### src/rtl/tens_digit_ctrl.sv
// Tens-digit stage and run-control FSM of the countdown game timer.
// Downstream of the ones-digit counter: gates its tick, blocks its wrap at 00 and flags expiry.
module tens_digit_ctrl #(
  parameter int unsigned MAX_TENS     = 9,
  parameter bit          EXPIRE_PULSE = 1'b1
) (
  input  logic       clk,
  input  logic       rst,
  input  logic       onesec_in,
  input  logic       reconfig,
  input  logic [3:0] toggle_switch,
  input  logic       start,
  input  logic       pause,
  input  logic       borrow_in,
  input  logic [3:0] ones_digit,
  output logic       tick_out,
  output logic       donot_borrow_out,
  output logic [3:0] timer_out,
  output logic       time_out,
  output logic       running
);

  typedef enum logic [1:0] {IDLE, RUN, PAUSE, EXPIRED} state_t;

  localparam logic [3:0] MAX_T = 4'(MAX_TENS);

  state_t     state;
  state_t     state_nxt;
  logic [3:0] timer_nxt;
  logic [3:0] load_val;
  logic       both_zero;

  assign load_val  = (toggle_switch > MAX_T) ? MAX_T : toggle_switch;
  assign both_zero = (timer_out == 4'd0) && (ones_digit == 4'd0);

  assign tick_out         = onesec_in && (state == RUN);
  assign donot_borrow_out = (timer_out == 4'd0) || (state != RUN);

  // Expiry in RUN outranks pause; a borrow landing with pause still decrements.
  always_comb begin
    state_nxt = state;
    timer_nxt = timer_out;
    if (reconfig) begin
      state_nxt = IDLE;
      timer_nxt = load_val;
    end else begin
      case (state)
        IDLE, PAUSE: begin
          if (start) state_nxt = both_zero ? EXPIRED : RUN;
        end
        RUN: begin
          if (both_zero)  state_nxt = EXPIRED;
          else if (pause) state_nxt = PAUSE;
          if (borrow_in && (timer_out != 4'd0)) timer_nxt = timer_out - 4'd1;
        end
        EXPIRED: state_nxt = EXPIRED;
        default: state_nxt = IDLE;
      endcase
    end
  end

  always_ff @(posedge clk or posedge rst) begin
    if (rst) begin
      state     <= IDLE;
      timer_out <= 4'd0;
      time_out  <= 1'b0;
      running   <= 1'b0;
    end else begin
      state     <= state_nxt;
      timer_out <= timer_nxt;
      running   <= (state_nxt == RUN);
      if (EXPIRE_PULSE)
        time_out <= (state_nxt == EXPIRED) && (state != EXPIRED);
      else
        time_out <= (state_nxt == EXPIRED);
    end
  end

endmodule
### config.mk
export PLATFORM = sky130hd
export DESIGN_NAME = tens_digit_ctrl
export DESIGN_NICKNAME = d
export VERILOG_FILES = /design/src/rtl/tens_digit_ctrl.sv
export SDC_FILE = /design/constraint.sdc
export NUM_CORES = 1
export LEC_CHECK = 0
export CAP_MARGIN = 20
export CORE_AREA = 2 2 39 41
export DETAILED_ROUTE_END_ITERATION = 8
export DIE_AREA = 0 0 41 43
export PLACE_DENSITY = 0.73
export SYNTH_ARGS = -nofsm -noshare
export SYNTH_HDL_FRONTEND = slang
export SYNTH_SLANG_ARGS = --single-unit
export TNS_END_PERCENT = 100
### constraint.sdc
create_clock -name clk -period 2 [get_ports clk]
set_input_delay 0.2 -clock clk [delete_from_list [all_inputs] [get_ports clk]]
set_output_delay 0.2 -clock clk [all_outputs]
set_load 0.005 [all_outputs]
======== Yosys cells after proc, flatten, opt, wreduce, memory -nomap -nowiden ========
Index checks and enable logic that the tools add are counted.
word-level totals
  register bits after elaboration ......... 8
  bits in latches ......................... 0
  memory bits (writable) .................. 0
  ROM bits ................................ 0
  input port bits ......................... 15
  output and inout port bits .............. 8
  logic and storage cells ................. 36
  memories kept ........................... 0
operators by class
  $add $sub $neg .......................... 1
  $mul .................................... 0
  divide/modulo/power cells ............... 0
  magnitude comparators ................... 1
  equality and inequality tests ........... 7
  shift-type cells ........................ 0
  multiplexer cells ....................... 10
  bitwise logic cells ..................... 0
  reduce and logical (&&, ||, !) cells .... 13
operators with widths
  cell                                                   count
  2-to-1 mux 4 bit                                       4
  2-to-1 mux 2 bit                                       5
  logical NOT 4 bit                                      2
  == test 2 bit, second input constant                   3
  one-hot mux 2 bit (3 select lines)                     1
  == test 2 x 1 -> 1 bit, second input constant          2
  > comparator 4 bit, second input constant              1
  logical AND 1 bit                                      4
  nonzero test 2 bit                                     2
  nonzero test 4 bit                                     1
  subtractor 4 x 1 -> 4 bit, second input constant       1
  logical NOT 2 bit                                      1
  inequality test 2 x 1 -> 1 bit, second input constant  1
  inequality test 2 bit, second input constant           1
  AND reduction 2 bit                                    1
  OR reduction 2 bit                                     1
  logical OR 1 bit                                       1

======== Depth between registers and ports, before layout ========
  depth after elaboration ................. 8
  gate-level depth with buffers ........... 6
  gate-level depth less buffers ........... 5

======== Least setup slack after synthesis ========
OpenSTA, ideal clock, no wires.
  path kind ............................... reg2reg
  start point ............................. reg timer_out[0]
  end point ............................... reg time_out
  setup time .............................. 0.111 ns
  arrival time ............................ 1.523 ns
  required time ........................... 1.889 ns
  setup slack ............................. 0.366 ns
  cell stages (with the launch flop) ...... 7
  buffers on the path ..................... 1
  clock period less this slack ............ 1.634 ns
  path through ............................ dfrtp_1 -> inv_1 -> ha_1 -> or3b_1 -> buf_2 -> nand2b_4 -> a2111oi_2
between the ends
  word-level cells in the longest chain between the ends .. 8
  elaborated cells between the ends (all ways) .. 9
  those cells by class .................... eq/ne: 1; mux: 5; reduce/logical: 3
RTL lines
  element                                 line  RTL
  start: declaration                      18    output logic [3:0] timer_out,
  start signal: assignment                70    timer_out <= timer_nxt;
  logical NOT 4 bit (*)                   34    assign both_zero = (timer_out == 4'd0) && (ones_digit == 4'd0);
  logical AND 1 bit (*)                   34
  2-to-1 mux 2 bit (2 in a row)           49    if (start) state_nxt = both_zero ? EXPIRED : RUN;
  one-hot mux 2 bit (3 select lines) (*)  47    case (state)
  2-to-1 mux 2 bit (*)                    43    if (reconfig) begin
  == test 2 bit (*)                       --
  logical AND 1 bit (*)                   73    time_out <= (state_nxt == EXPIRED) && (state != EXPIRED);
  end signal: assignment                  73
  end signal: assignment                  75    time_out <= (state_nxt == EXPIRED);
  end: declaration                        19    output logic time_out,
Mark *: on every way between the ends. The rest lies on a longest branch, timed or not.
A chain may end at the register's enable or synchronous reset.

======== Final worst setup path ========
  start point ............................. reg state[0]
  end point ............................... out tick_out
between the ends
  word-level cells in the longest chain between the ends .. 2
RTL lines
  element                   line  RTL
  start: declaration        27    state_t state;
  start signal: assignment  69    state <= state_nxt;
  == test 2 x 1 -> 1 bit    36    assign tick_out = onesec_in && (state == RUN);
  logical AND 1 bit         36
  end: declaration          16    output logic tick_out,
Every way passes these cells.

==> metrics.yaml <==
drt:
  vias: 511
  firstDrtPassIters: 3
  ant_nets: 0
  wl_per_cell_um: 12.66
  viasPerCell: 5.379
  drtIter0Drc: 10
  drcViolationCount: 0
  routed_wl_um: 1203
sta:
  fin_hold_ws_ps: 168.5
  fin_crit_ps: 1827
  rsz0062_at_grt: "false"
  period_share_pct: 91.36
  hold_violations: 0
  slew_viol_final: 0
  worst_pin_slew_ps: 487.4
  fmax_mhz: 547.3
  skew_ps: 14.97
  finalSetupTns_ps: 0
  final-setup-viol-count: 0
  slew_headroom_pct: 67.21
final_layout:
  n_antenna_cell: 0
  layout.cells.most_common_list: "clkdlybuf4s50_1, dfrtp_1, buf_4"
  drive_above_1_share_pct: 15.19
  num-nets-final: 98
  layout_commonest_cell: "clkdlybuf4s50_1"
  syn_to_final_growth_pct: 60.46
  fill_cells: 137
synthesis:
  ys_seq_area_share_pct: 40.82
  synth_fp_nets: 67
  synthSimpleGateAreaFrac_pct: 26.79
  synth_mux_area_share_pct: 0
  synthAdderAreaFrac_pct: 5.102
  yosysWarnings: 0
  netlist_area_sq_um: 490.5
  ys_types: 30
  ys_ff_latch: 8
  synth_xor_area_share_pct: 0
  synthCells: 50
  synth_compound_gate_area_share_pct: 23.21
  synth_area_per_cell_sq_um: 9.809
  synth_top_family_by_area: "simple AND/OR/NAND/NOR gates"
critical_path:
  crit_path_start_kind: "flop"
  path_buf_inv: 1
  critPathSlowestCell: "clkdlybuf4s50_1"
  crit_path_end_kind: "output port"
  crit_family: "buffers and inverters"
  crit_fanout: 7
  r2r_slack_ps: 270
  arrival_ps: 1630
  crit_chain: "nor2b_1 -> and2_1 -> clkdlybuf4s50_1"
  crit_required_ps: 1800
  slowest_delay_ps: 500
  path_class: "flop to output port"
clock_tree:
  cts_inserted_buffers: 3
  clock_sinks: 8
  htreeDepth: 1
  clockRootBuffer: "clkbuf_4"
  clk_latency_ps: 270
  clk_pin_slew_ps: 60
  cts_tree: "built"
  cts_buffer_depth: 2
die:
  die_h_um: 43
  pin_count: 23
  die-area_sq_um: 1763
  start_util_pct: 35.44
  row_count: 14
  die_w_um: 41
  core_area_sq_um: 1384
grt:
  gr-total-overflow: 0
  grt_max_degree: 9
  antenna_found_initial: 0
  grt_use_total_pct: 17.64
  grt_pass1_wl_um: 1973
  grt_pass1_vias: 448
run:
  cap_violations: 0
placed_design:
  port_buffers: 22
  gp_congestion: 0.7884
  dpl.hpwl_um: 949.4
power_and_ir_drop:
  leakage_nw: 0.3322
  p_per_area_nw_per_um2: 575.6
  peakVddDrop_mv: 0.3275
status:
  status: "complete, no violations"
hold_path:
  min_path_type: "input pin to async pin"
-- layout make-up --
class / instances / area, sq um / area share, %
clock buffers: 3 / 22.52 / 2.862
flip-flops and latches: 8 / 200.2 / 25.44
well taps: 16 / 20.02 / 2.544
repair buffers: 27 / 256.5 / 32.59
multi-input cells: 37 / 272.8 / 34.66
inverters: 4 / 15.01 / 1.908
-- layer usage --
layer  global-route usage [%]  up-vias  share of wire, %  routed length [um]
met5                        0        -                 0                   0
met2                    20.63       16                44                 527
met3                    5.236        5               5.8                  70
li1                         -      250                 -                   -
met4                    16.00        0               4.4                  53
met1                    24.43      240                46                 552
-- kinds of logic (layout without fill, tap and decap cells) --
| family | Yosys count | after routing |
|---|---|---|
| and+or+nand+nor | 20 | 20 |
| DFF | 8 | 8 |
| adders and majority gates | 2 | 2 |
| AOI/OAI and AO/OA | 15 | 15 |
| buffers and inverters | 5 | 34 |
-- stage by stage --
stage          total power [mW]  utilization (%)  instance area, sq um  worst slack [ps]  instances
2_1_floorplan            0.2405                -                 490.5             365.7         50
3_3_place_gp             0.3159            54.07                 748.2             229.6         90
3_5_place_dp             0.3171            54.07                 748.2             206.3         90
4_1_cts                  0.4582            56.87                 787.0             147.7         95
5_1_grt                  0.4841            56.87                 787.0             58.99         95
6_report                 0.4530            56.87                 787.0             172.9         95
-- registers in the layout, summed over array words and instances, names as in the netlist --
| name | cells |
|---|---|
| running | 1 |
| state | 2 |
| time_out | 1 |
| timer_out | 4 |
-- worst paths after layout --
kind	to	cells after the start	start
min in group clk	timer_out[1]	3	toggle_switch[1]
max in group asynchronous	timer_out[3]	2	rst
hold / removal	timer_out[2]	2	rst
setup reg to reg	time_out	6	timer_out[1]
hold reg to reg	time_out	1	state[1]
setup / recovery	tick_out	3	state[0]
-- power by group --
group          switching [mW]  leakage [nW]  total, mW  internal, mW
Clock                  0.0618        0.0138      0.131        0.0691
Combinational          0.0508         0.218      0.134        0.0827
Sequential             0.0135         0.101      0.189         0.175
Total                   0.126         0.332      0.453         0.327
-- repair_timing --
item	CTS	global route
buffers inserted	2	0
gates resized for setup	3	0
endpoints found under the hold margin	0	0
endpoints found under the setup margin	1	0
hold buffers	0	0
-- cells in the mapped netlist, drive strengths merged --
cell type,instances,area [sq um]
o21ai,4,20.01
a211oi,1,7.510
nand4,1,6.260
a41o,1,10.01
o41a,1,11.26
and2,1,6.260
a2111oi,1,15.01
and3,1,6.260
nor2,1,3.750
a311oi,1,8.760
nand2b,3,26.27
a31oi,2,12.51
nand2,3,11.26
a21oi,1,5.000
or4b,2,20.02
dfrtp,8,200.2
or3b,1,8.760
inv,4,15.01
a31o,1,8.760
ha,2,25.02
nor4,1,6.260
buf,1,5.000
o211ai,1,7.510
nor2b,2,12.51
nand3,1,5.000
o21a,1,7.510
nor3,2,10.01
nand4b,1,8.760
Note: power is estimated with default switching activity, not from simulation.
